## src/rtl/mem_port_arbiter.sv

```systemverilog
// Two-requester arbiter for a single unified memory port: fetch (read-only) and load/store.
// Grants alternate under contention, accesses are held for ACCESS_CYCLES, and misaligned or out-of-range requests complete without touching memory.
module mem_port_arbiter #(
  parameter int ACCESS_CYCLES = 2,
  parameter int MEM_BYTES     = 256
) (
  input  logic        clk,
  input  logic        reset,
  input  logic        if_req,
  input  logic [31:0] if_addr,
  output logic [31:0] if_rdata,
  output logic        if_ready,
  output logic        if_err,
  input  logic        d_req,
  input  logic        d_we,
  input  logic [31:0] d_addr,
  input  logic [31:0] d_wdata,
  output logic [31:0] d_rdata,
  output logic        d_ready,
  output logic        d_err,
  output logic [31:0] mem_address,
  output logic [31:0] mem_writeData,
  output logic        mem_memRead,
  output logic        mem_memWrite,
  input  logic [31:0] mem_memData,
  output logic [1:0]  dbg_state
);

  localparam int CW = (ACCESS_CYCLES > 1) ? $clog2(ACCESS_CYCLES) : 1;
  localparam logic [CW-1:0] LAST_CNT = CW'(ACCESS_CYCLES - 1);
  localparam logic [31:0]   MAX_ADDR = 32'(MEM_BYTES - 4);

  typedef enum logic [1:0] {
    S_IDLE   = 2'd0,
    S_ACCESS = 2'd1,
    S_RESP   = 2'd2
  } state_t;

  state_t        state_q;
  logic [CW-1:0] cnt_q;
  logic          gnt_d_q;
  logic          last_d_q;
  logic [31:0]   addr_q;
  logic          we_q;
  logic [31:0]   wdata_q;
  logic [31:0]   if_rdata_q, d_rdata_q;
  logic          if_ready_q, d_ready_q, if_err_q, d_err_q;

  logic        pick_d;
  logic [31:0] sel_addr;
  logic        sel_err;

  // Data wins only when fetch is idle or fetch was the last one served.
  assign pick_d   = d_req & (~if_req | ~last_d_q);
  assign sel_addr = pick_d ? d_addr : if_addr;
  assign sel_err  = (sel_addr[1:0] != 2'b00) || (sel_addr > MAX_ADDR);

  always_ff @(posedge clk or negedge reset) begin
    if (!reset) begin
      state_q    <= S_IDLE;
      cnt_q      <= '0;
      gnt_d_q    <= 1'b0;
      last_d_q   <= 1'b1;
      addr_q     <= '0;
      we_q       <= 1'b0;
      wdata_q    <= '0;
      if_rdata_q <= '0;
      d_rdata_q  <= '0;
      if_ready_q <= 1'b0;
      d_ready_q  <= 1'b0;
      if_err_q   <= 1'b0;
      d_err_q    <= 1'b0;
    end else begin
      if_ready_q <= 1'b0;
      d_ready_q  <= 1'b0;
      if_err_q   <= 1'b0;
      d_err_q    <= 1'b0;
      case (state_q)
        S_IDLE: begin
          if (if_req || d_req) begin
            gnt_d_q <= pick_d;
            addr_q  <= sel_addr;
            we_q    <= pick_d & d_we;
            wdata_q <= pick_d ? d_wdata : 32'd0;
            cnt_q   <= '0;
            if (sel_err) begin
              state_q <= S_RESP;
              if (pick_d) begin
                d_ready_q <= 1'b1;
                d_err_q   <= 1'b1;
                d_rdata_q <= '0;
              end else begin
                if_ready_q <= 1'b1;
                if_err_q   <= 1'b1;
                if_rdata_q <= '0;
              end
            end else begin
              state_q <= S_ACCESS;
            end
          end
        end
        S_ACCESS: begin
          if (cnt_q == LAST_CNT) begin
            state_q <= S_RESP;
            if (gnt_d_q) begin
              d_ready_q <= 1'b1;
              if (!we_q) d_rdata_q <= mem_memData;
            end else begin
              if_ready_q <= 1'b1;
              if_rdata_q <= mem_memData;
            end
          end else begin
            cnt_q <= cnt_q + CW'(1);
          end
        end
        S_RESP: begin
          last_d_q <= gnt_d_q;
          cnt_q    <= '0;
          state_q  <= S_IDLE;
        end
        default: state_q <= S_IDLE;
      endcase
    end
  end

  // Memory side is decoded from registered state so reset drops the strobes at once.
  always_comb begin
    mem_address   = '0;
    mem_writeData = '0;
    mem_memRead   = 1'b0;
    mem_memWrite  = 1'b0;
    if (state_q == S_ACCESS) begin
      mem_address   = addr_q;
      mem_writeData = we_q ? wdata_q : 32'd0;
      mem_memRead   = ~we_q;
      mem_memWrite  = we_q && (cnt_q == LAST_CNT);
    end
  end

  assign if_rdata  = if_rdata_q;
  assign if_ready  = if_ready_q;
  assign if_err    = if_err_q;
  assign d_rdata   = d_rdata_q;
  assign d_ready   = d_ready_q;
  assign d_err     = d_err_q;
  assign dbg_state = state_q;

endmodule
```

## config.mk

```make
export PLATFORM = sky130hd
export DESIGN_NAME = mem_port_arbiter
export DESIGN_NICKNAME = d
export VERILOG_FILES = /design/src/rtl/mem_port_arbiter.sv
export SDC_FILE = /design/constraint.sdc
export NUM_CORES = 1
export LEC_CHECK = 0
export CORE_ASPECT_RATIO = 1.25
export CORE_MARGIN = 10
export CORE_UTILIZATION = 45
export CTS_CLUSTER_SIZE = 40
export DETAILED_ROUTE_END_ITERATION = 16
export GPL_TIMING_DRIVEN = 0
export PLACE_DENSITY = 0.85
export SLEW_MARGIN = 10
export SYNTH_ARGS = -nofsm -noshare
export SYNTH_HDL_FRONTEND = slang
export SYNTH_SLANG_ARGS = --single-unit
export TNS_END_PERCENT = 1
```

## constraint.sdc

```tcl
create_clock -name clk -period 4.6 [get_ports clk]
set_clock_uncertainty 0.05 [all_clocks]
set_input_delay 1.38 -clock clk [delete_from_list [all_inputs] [get_ports clk]]
set_output_delay 1.38 -clock clk [all_outputs]
set_load 0.01 [all_outputs]
```

==> flow_metrics.py <==
metrics = {
    "logic_synthesis": {
        "synth-edff-count": 0,
        "synth_top_area_cell": "dfrtp_1",
        "async_flop_share_pct": 100,
        "yosys_warnings": 0,
        "synth_seq_cells": 138,
        "synth_nets": 695,
        "ys_top_cells_by_area": "dfrtp_1, nand2_1, a32o_1, mux2i_1, a22o_1",
        "synth.cell_area_um2": 6070,
        "synth_cell_types": 31,
        "synth-main-ff-cell": "dfrtp_1",
        "syn_area_per_cell_um2": 10.8,
        "synth_top_area_share_pct": 56.5,
        "yosysSeqAreaShare_pct": 56.9,
        "post_synth_inst_count": 562,
    },
    "worst_setup_path": {
        "crit_slowest_cell": "clkbuf_1",
        "crit_path_start_kind": "register",
        "r2r-start": "dbg_state[1]",
        "rr_worst_depth": 6,
        "path_buf_inv": 3,
        "path_max_fanout": 10,
        "path_cells": "and2b_1, clkbuf_1, clkbuf_1, and2_1, clkdlybuf4s50_1",
        "crit_start": "dbg_state[1]",
        "crit_family": "buffers and inverters",
        "crit_type": "reg -> out",
        "cp.depth": 5,
        "arrival_ps": 2940,
        "timing.critical_path.slowest_cell_delay_ps": 570,
        "worstSetupEndpointType": "primary output",
        "worstPathRequired_ps": 3170,
        "crit_top_cell": "clkbuf_1",
    },
    "worst_hold_path": {
        "whs_path_depth": 2,
        "worstHoldStart": "addr_q[9]",
        "min_path_type": "reg -> reg",
    },
    "sta": {
        "period_minus_slack_ps": 4370,
        "hold_viol_final": 0,
        "final-max-slew-violation-count": 0,
        "slew_headroom_pct": 51.1,
        "setup_tns_ps": 0,
        "timing_worst_slew_pin_value_ps": 734,
        "fin_ws_ps": 225,
        "max_clock_freq_mhz": 229,
        "period_share_pct": 95.1,
        "setup_violations": 0,
        "rsz0062_at_grt": "no",
    },
    "route": {
        "vias_per_cell": 5.72,
        "post-route-drc-count": 0,
        "avgRoutedWirePerCell_um": 22.0,
        "num_vias": 5906,
        "first_pass_iters": 5,
        "drt_iter0_drc": 482,
        "final_antenna_net_count": 0,
        "totalWireLength_um": 22700,
    },
    "cts": {
        "clkTransAtPathRegs_ps": 60,
        "cts_tree": "yes",
        "clock_sinks": 138,
        "cts_resized": 0,
        "cts.htree.levels": 4,
        "post-cts-setup-buffers": 0,
        "cts-buffers-inserted": 17,
        "clk_latency_ps": 410,
        "cts_hold_buffers": 0,
        "ctsLongestPathBuffers": 2,
        "cts-root-buf": "clkbuf_16",
    },
    "power_and_ir_drop": {
        "power_switching_mw": 0.857,
        "swShare_pct": 25.7,
        "p_leak_nw": 4.10,
        "internal_power_mw": 2.48,
        "combPwrFrac_pct": 14.4,
        "power_mw": 3.34,
        "peakVddDrop_uv": 193,
        "p_clk_share_pct": 43.5,
        "pwr_density_cell_nw_per_um2": 347,
        "pwr-share-seq_pct": 42.1,
    },
    "layout": {
        "layout_common_cells": "clkdlybuf4s50_1, dfrtp_1, nand2_1",
        "area_growth_pct": 58.5,
        "final_nets": 983,
        "insertedDiodeCount": 0,
        "drive_above_1_share_pct": 5.92,
        "fillers": 920,
        "layout_commonest_cell": "clkdlybuf4s50_1",
    },
    "floorplanning": {
        "die_area_um2": 18600,
        "die_y_um": 150,
        "core_um2": 13200,
        "die-width_um": 124,
        "rows": 47,
        "initial_core_util_pct": 45.9,
        "ios": 269,
    },
    "placed_design": {
        "place_ws_ps": 632,
        "port_buffers": 268,
        "place.gp.congestion": 0.874,
        "hpwl_um": 17500,
    },
    "global_routing": {
        "grt.overflow.total": 0,
        "grt_pass1_wl_um": 33900,
        "grt_max_degree": 79,
        "antenna_found_initial": 0,
        "grt_pass1_vias": 6319,
        "grtUsageTotal_pct": 23.4,
    },
    "run_status": {
        "status": "finished clean",
    },
    "job": {
        "maxCapViolations": 0,
    },
}
## metal layers
| layer | GRT usage (%) | vias to the layer above | wire length, µm |
|---|---|---|---|
| met5 | 0 | - | 0 |
| met3 | 8.25 | 50 | 2080 |
| met1 | 25.6 | 2907 | 8370 |
| met2 | 40.1 | 313 | 11500 |
| li1 | - | 2636 | - |
| met4 | 9.52 | 0 | 760 |
## Yosys cell counts (all sizes together) (2+ instances only)
master	instances
dfrtp	137
nand2	101
clkbuf	42
o21ai	36
and2	34
a22o	33
and3	33
a32o	32
mux2i	32
o22ai	32
nor4	12
buf	10
nor2	7
nand2b	3
nand4	3
mux2	2
nand4b	2
nor3	2
## layout make-up
| class | instances | area [µm²] | area share, % |
|---|---|---|---|
| flip-flops and latches | 138 | 3450 | 35.9 |
| plain buffers | 52 | 231 | 2.41 |
| multi-input cells | 372 | 2390 | 24.8 |
| clock buffers | 17 | 425 | 4.42 |
| well taps | 171 | 214 | 2.22 |
| clock inverters | 14 | 199 | 2.07 |
| repair buffers | 269 | 2710 | 28.2 |
## path summary, 6_finish.rpt
check / to / slack (ps)
min in group asynchronous: d_rdata[17] / 890
hold reg to reg: addr_q[9] / 420
setup reg to reg: if_rdata[21] / 2110
hold / removal: addr_q[9] / 420
max in group asynchronous: wdata_q[7] / 2840
setup / recovery: mem_address[0] / 230
## registers in the layout, indices dropped and copies added (netlist names)
signal and cells:
if_rdata 32, cnt_q 1, d_rdata 32, d_err 1, addr_q 32, d_ready 1, if_ready 1, we_q 1
gnt_d_q 1, dbg_state 2, last_d_q 1, wdata_q 32, if_err 1
## cells by family after synthesis
kind of cell / share of synthesized area (%)
DFF: 56.9
buffers and inverters: 3.81
AOI/OAI and AO/OA: 17.2
muxes: 5.65
and+or+nand+nor: 16.4
## through the flow
step                hold WS, ps  instances  utilization [%]  area (µm²)
floorplan                   392        562                -        6070
global placement            408       1001             67.8        8970
detailed placement          413       1002             68.0        9000
CTS                         428       1033             72.7        9620
global route                441       1033             72.7        9620
finish                      418       1033             72.7        9620
## power groups by stage
stage | clock network [mW] | logic, mW | registers [mW]
floorplan | 0 | 0.234 | 1.41
global placement | 0 | 0.456 | 1.42
detailed placement | 0 | 0.478 | 1.42
CTS | 1.46 | 0.481 | 1.40
global route | 1.51 | 0.519 | 1.42
finish | 1.45 | 0.481 | 1.41
## tightest hold or removal path: stages, from the launching register on
cell,delay (ps)
dfrtp_1,330
nand2_1,40
o21ai_0,60
Note: power is estimated with default switching activity, not from simulation.
==> patch 1, RTL diff (same flow settings) <==
Change the parameter `ACCESS_CYCLES` from 2 to 4.
--- a/src/rtl/mem_port_arbiter.sv
+++ b/src/rtl/mem_port_arbiter.sv
@@ -1,7 +1,7 @@
 // Two-requester arbiter for a single unified memory port: fetch (read-only) and load/store.
 // Grants alternate under contention, accesses are held for ACCESS_CYCLES, and misaligned or out-of-range requests complete without touching memory.
 module mem_port_arbiter #(
-  parameter int ACCESS_CYCLES = 2,
+  parameter int ACCESS_CYCLES = 4,
   parameter int MEM_BYTES     = 256
 ) (
   input  logic        clk,
Formal check against the unedited RTL: not equivalent (a bounded check fails within 4 cycles, from zero or initial values and one cycle with reset low).
==> patch 1 against the original RTL <==
  * First-iteration DRC count grew 3.9%
  * Sequential cell count up 1
  * Synthesized cell count rose by 2.7%
  * Wire length down 2.2%
  * Power fell by 0.14%
  * Sequential share of layout area fell by 0.58 points
  * Setup slack better by 74 ps
  * Register-to-register slack got worse by 50 ps
  * Synthesized area up 3.8%
  * Cell area increased by 2.4%
  * Die area increased by 3.2%
==> patch 1: results (changes against the original RTL) <==
status: "finished, final reports clean"
wl_per_cell_um: 21.1  # -4.1%
ir_drop_uv: 211  # +9.4%
r2r_slack_ps: 2060  # -50 ps
synth_nets: 711  # +2.3%
synthCells: 577  # +2.7%
num_antenna_cells: 0  # unchanged
setup.worst_path.end: "mem_address[0]"
grt_pass1_vias: 6421  # +1.6%
worst_skew_pair.late_latency_ps: 410  # about the same
cts.repair.resized: 0  # unchanged
r2r_cells: 7  # +1
synth_flop_cell: "dfrtp_1"
synth_common_cells: "138 x dfrtp_1, 105 x nand2_1, 42 x clkbuf_1"
async_flop_share: 1.00  # unchanged
drive_gt1_frac: 0.0809  # +0.0217
vias: 5906  # unchanged
ys_seq_area_frac: 0.552  # -0.0167
finalNetCount: 999  # +1.6%
fin_cells: 1053  # +1.9%
remaining_drc_errors: 0  # unchanged
root_buffer: "clkbuf_16"
tightest_slew_ps: 816  # +82.8 ps
grt_pass1_wl_um: 35000  # +3.1%
holdBufCountCts: 0  # unchanged
startpoint: "dbg_state[1]"
fillCellCount: 986  # +7.2%
leakage_uw: 0.00419  # +2.2%
yosys_warnings: 0  # unchanged
crit_fanout: 10  # unchanged
path_clk_slew_ps: 60  # about the same
port_buffers: 268  # unchanged
ys_top_cells_by_area: "dfrtp_1 55%, nand2_1 6.3%, a32o_1 5.1%"
cts_buffers: 17  # unchanged
yosysUniqueCellTypes: 42  # +35%
r2r-start: "cnt_q[0]"
hp-class: "reg -> reg"
antenna_found_initial: 0  # unchanged
drtIter0Drc: 501  # +3.9%
htree_num_levels: 4  # unchanged
dpl.hpwl_um: 17200  # -1.6%
grt_use_total: 0.224  # -0.0102
firstDrtPassIters: 5  # unchanged
worst_ep_arrival_time_ps: 2870  # -70 ps
grt_max_degree: 82  # +3.8%
place.gp.congestion: 0.886  # +1.4%
dpl_cell_area_sq_um: 9230  # +2.6%
post_cts_buffers: 0  # unchanged
clockBufferDepth: 2  # unchanged
rr_endpoint: "d_rdata[20]"
patch 1: metrics by stage:
step / setup WS, ps / total power (uW)
floorplan: 1650 / 1660
global placement: -3150 / 1900
detailed placement: 528 / 1930
CTS: 83.5 / 3360
global route: 138 / 3480
finish: 299 / 3330
patch 1: how the worst min path moves through the flow:
stage                from          to  slack [ps]  cells after the start
6_report       addr_q[10]  addr_q[10]         420                      2
5_1_grt        addr_q[21]  addr_q[21]         450                      2
4_1_cts         addr_q[5]   addr_q[5]         430                      2
3_5_place_dp    addr_q[5]   addr_q[5]         420                      2
3_3_place_gp   addr_q[20]  addr_q[20]         400                      2
2_1_floorplan   addr_q[0]   addr_q[0]         390                      2
patch 1: kinds of logic (layout without fill, tap and decap cells):
| family | count (synthesis) | after routing | share of synthesized area |
|---|---|---|---|
| fa+ha+maj | 1 | 1 | 0.00199 |
| compound gates | 149 | 149 | 0.196 |
| flops | 139 | 139 | 0.552 |
| simple gates | 206 | 206 | 0.163 |
| mux | 28 | 28 | 0.0449 |
| buf+inv | 54 | 355 | 0.0421 |
patch 1: cell type report:
type / count / area (sq um) / area share
plain buffers: 54 / 267 / 0.0271
repair buffers: 269 / 2710 / 0.275
multi-input cells: 384 / 2560 / 0.259
flip-flops and latches: 139 / 3480 / 0.353
clock buffers: 18 / 439 / 0.0446
clock inverters: 14 / 179 / 0.0182
well taps: 175 / 219 / 0.0222
patch 1: routing by layer:
metal  vias up  track usage  routed length [um]
met2       261        0.387               11400
met4         0       0.0891                 727
met1      2924        0.241                8140
met5         -            0                   0
met3        48       0.0828                1850
li1       2673            -                   -
patch 1: report_power, final:
part	internal [uW]	leakage, uW	total (uW)	switching (uW)
clock network	880	0.000307	1430	548
registers	1350	0.00184	1420	69.3
logic	240	0.00204	490	250
total	2470	0.00419	3330	867
patch 1: critical path, cell delays in order, from the launching register on:
cell and delay, ps:
dfrtp_1 480, nor2b_1 380, clkbuf_2 360, clkbuf_1 460, and2_1 200, clkdlybuf4s50_1 590
==> patch 2, RTL diff (same settings) <==
Made on the original files. Make the reset (`reset`) synchronous in one clocked block.
--- a/src/rtl/mem_port_arbiter.sv
+++ b/src/rtl/mem_port_arbiter.sv
@@ -55,7 +55,7 @@
   assign sel_addr = pick_d ? d_addr : if_addr;
   assign sel_err  = (sel_addr[1:0] != 2'b00) || (sel_addr > MAX_ADDR);
 
-  always_ff @(posedge clk or negedge reset) begin
+  always_ff @(posedge clk) begin
     if (!reset) begin
       state_q    <= S_IDLE;
       cnt_q      <= '0;
Check against the original RTL: differs if reset is asserted again (counterexample within 4 cycles, from zero or initial values and one cycle with reset low); with reset held inactive, the same outputs for 4 cycles.
==> patch 2 against the original RTL <==
  * Sequential power down 11%
  * Setup slack better by 53 ps
  * Synthesized area down 0.58%
  * Wire length up 1.3%
  * Sequential cell count unchanged
  * Clock power down 10%
  * Cell area down 1.5%
  * Power down 12%
==> patch 2: results (changes against the original RTL) <==
firstDrtPassIters: 4  # -1
clkCellAreaFrac: 0.0580  # -0.00691
status: "finished, final reports clean"
fin_hold_ws_ps: 397  # -20.4 ps
dpl.hpwl_um: 18400  # +5.3%
pwr-share-seq: 0.430  # +0.009
inv_count: 2  # +2
min_to: "wdata_q[0]"
async_flop_share: 0  # -1.00
synth_mux_area_frac: 0.109  # +0.0521
r2r_cells: 5  # -1
grt_pass1_wl_um: 34400  # +1.5%
synth_flop_cell: "dfxtp_1"
leakage_uw: 0.00359  # -12%
finalNetCount: 1138  # +16%
place.gp.congestion: 0.925  # +5.9%
drive_gt1_frac: 0.0413  # -0.0178
drtIter0Drc: 351  # -27%
clockBufferCount: 20  # +3
yosysUniqueCellTypes: 32  # +3.2%
rr_endpoint: "d_rdata[5]"
r2r_slack_ps: 2040  # -70 ps
crit_slowest_cell: "clkdlybuf4s50_1"
grt_use_total: 0.239  # +0.00493
num_antenna_cells: 0  # unchanged
synth_common_cells: "168 x nand2_1, 138 x dfxtp_1, 64 x mux2i_1, 58 x clkbuf_1, 42 x nor2_1"
synth_compound_area_frac: 0.0947  # -0.0775
finalCritPeriodShare: 0.940  # -0.0116
ys_seq_area_frac: 0.458  # -0.111
multi_input_area_share: 0.311  # +0.0634
startpoint: "dbg_state[0]"
numSequentialCells: 138  # unchanged
p_sw_frac: 0.241  # -0.0160
ys_top_cells_by_area: "dfxtp_1 46%, mux2i_1 11%, nand2_1 10%"
place_ws_ps: 422  # -211 ps
relSlewSlack: 0.223  # -0.288
port_buffers: 267  # -0.37%
buffer_area_frac: 0.316  # +0.00978
setup.worst_path.end: "mem_address[25]"
crit_fanout: 10  # unchanged
fin_util: 0.719  # -0.00796
r2r-start: "dbg_state[1]"
worst_ep_arrival_time_ps: 2890  # -50 ps
grt_max_degree: 17  # -78%
fillCellCount: 1050  # +14%
ir_drop_uv: 203  # +4.8%
multi_input_cells: 511  # +37%
pwr_density_cell_nw_per_um2: 309  # -11%
n_all_buffers: 335  # +4.4%
min_from: "wdata_q[0]"
synth_nets: 852  # +23%
via_per_inst: 5.41  # -5.4%
wl_per_cell_um: 19.4  # -12%
grt_pass1_vias: 6539  # +3.5%
seqCellArea_sq_um: 2760  # -20%
area_growth_pct: 56.9
[patch 2: cell types whose count changed in the layout (fill, tap and decap cells not counted), moves of 33 or more]
cell,change
nand2_1,+67
a22o_1,-33
dfrtp_1,-137
nor2_1,+35
nand3_1,+33
nand4_1,+34
dfxtp_1,+138
a21oi_1,+37
o21ai_0,-34
[patch 2: stage by stage]
step / total power, uW / std cells
after floorplan: 1460 / 719
final: 2930 / 1187
after global routing: 3020 / 1187
after CTS: 2940 / 1187
after detailed placement: 1650 / 1157
after global placement: 1650 / 1157
[patch 2: worst reg2reg max path, cell delays in order (launching register included)]
cell and delay (ps):
dfxtp_1 360, nor3_1 940, nor2_1 210, a211oi_4 470
buf_6 240, mux2i_1 210
[patch 2: layer usage]
metal / global-route usage / routed length [um] / vias to the layer above
met5: 0 / 0 / -
met4: 0.137 / 1210 / 0
met3: 0.0980 / 2290 / 68
met2: 0.404 / 11100 / 288
met1: 0.241 / 8340 / 2983
li1: - / - / 3082
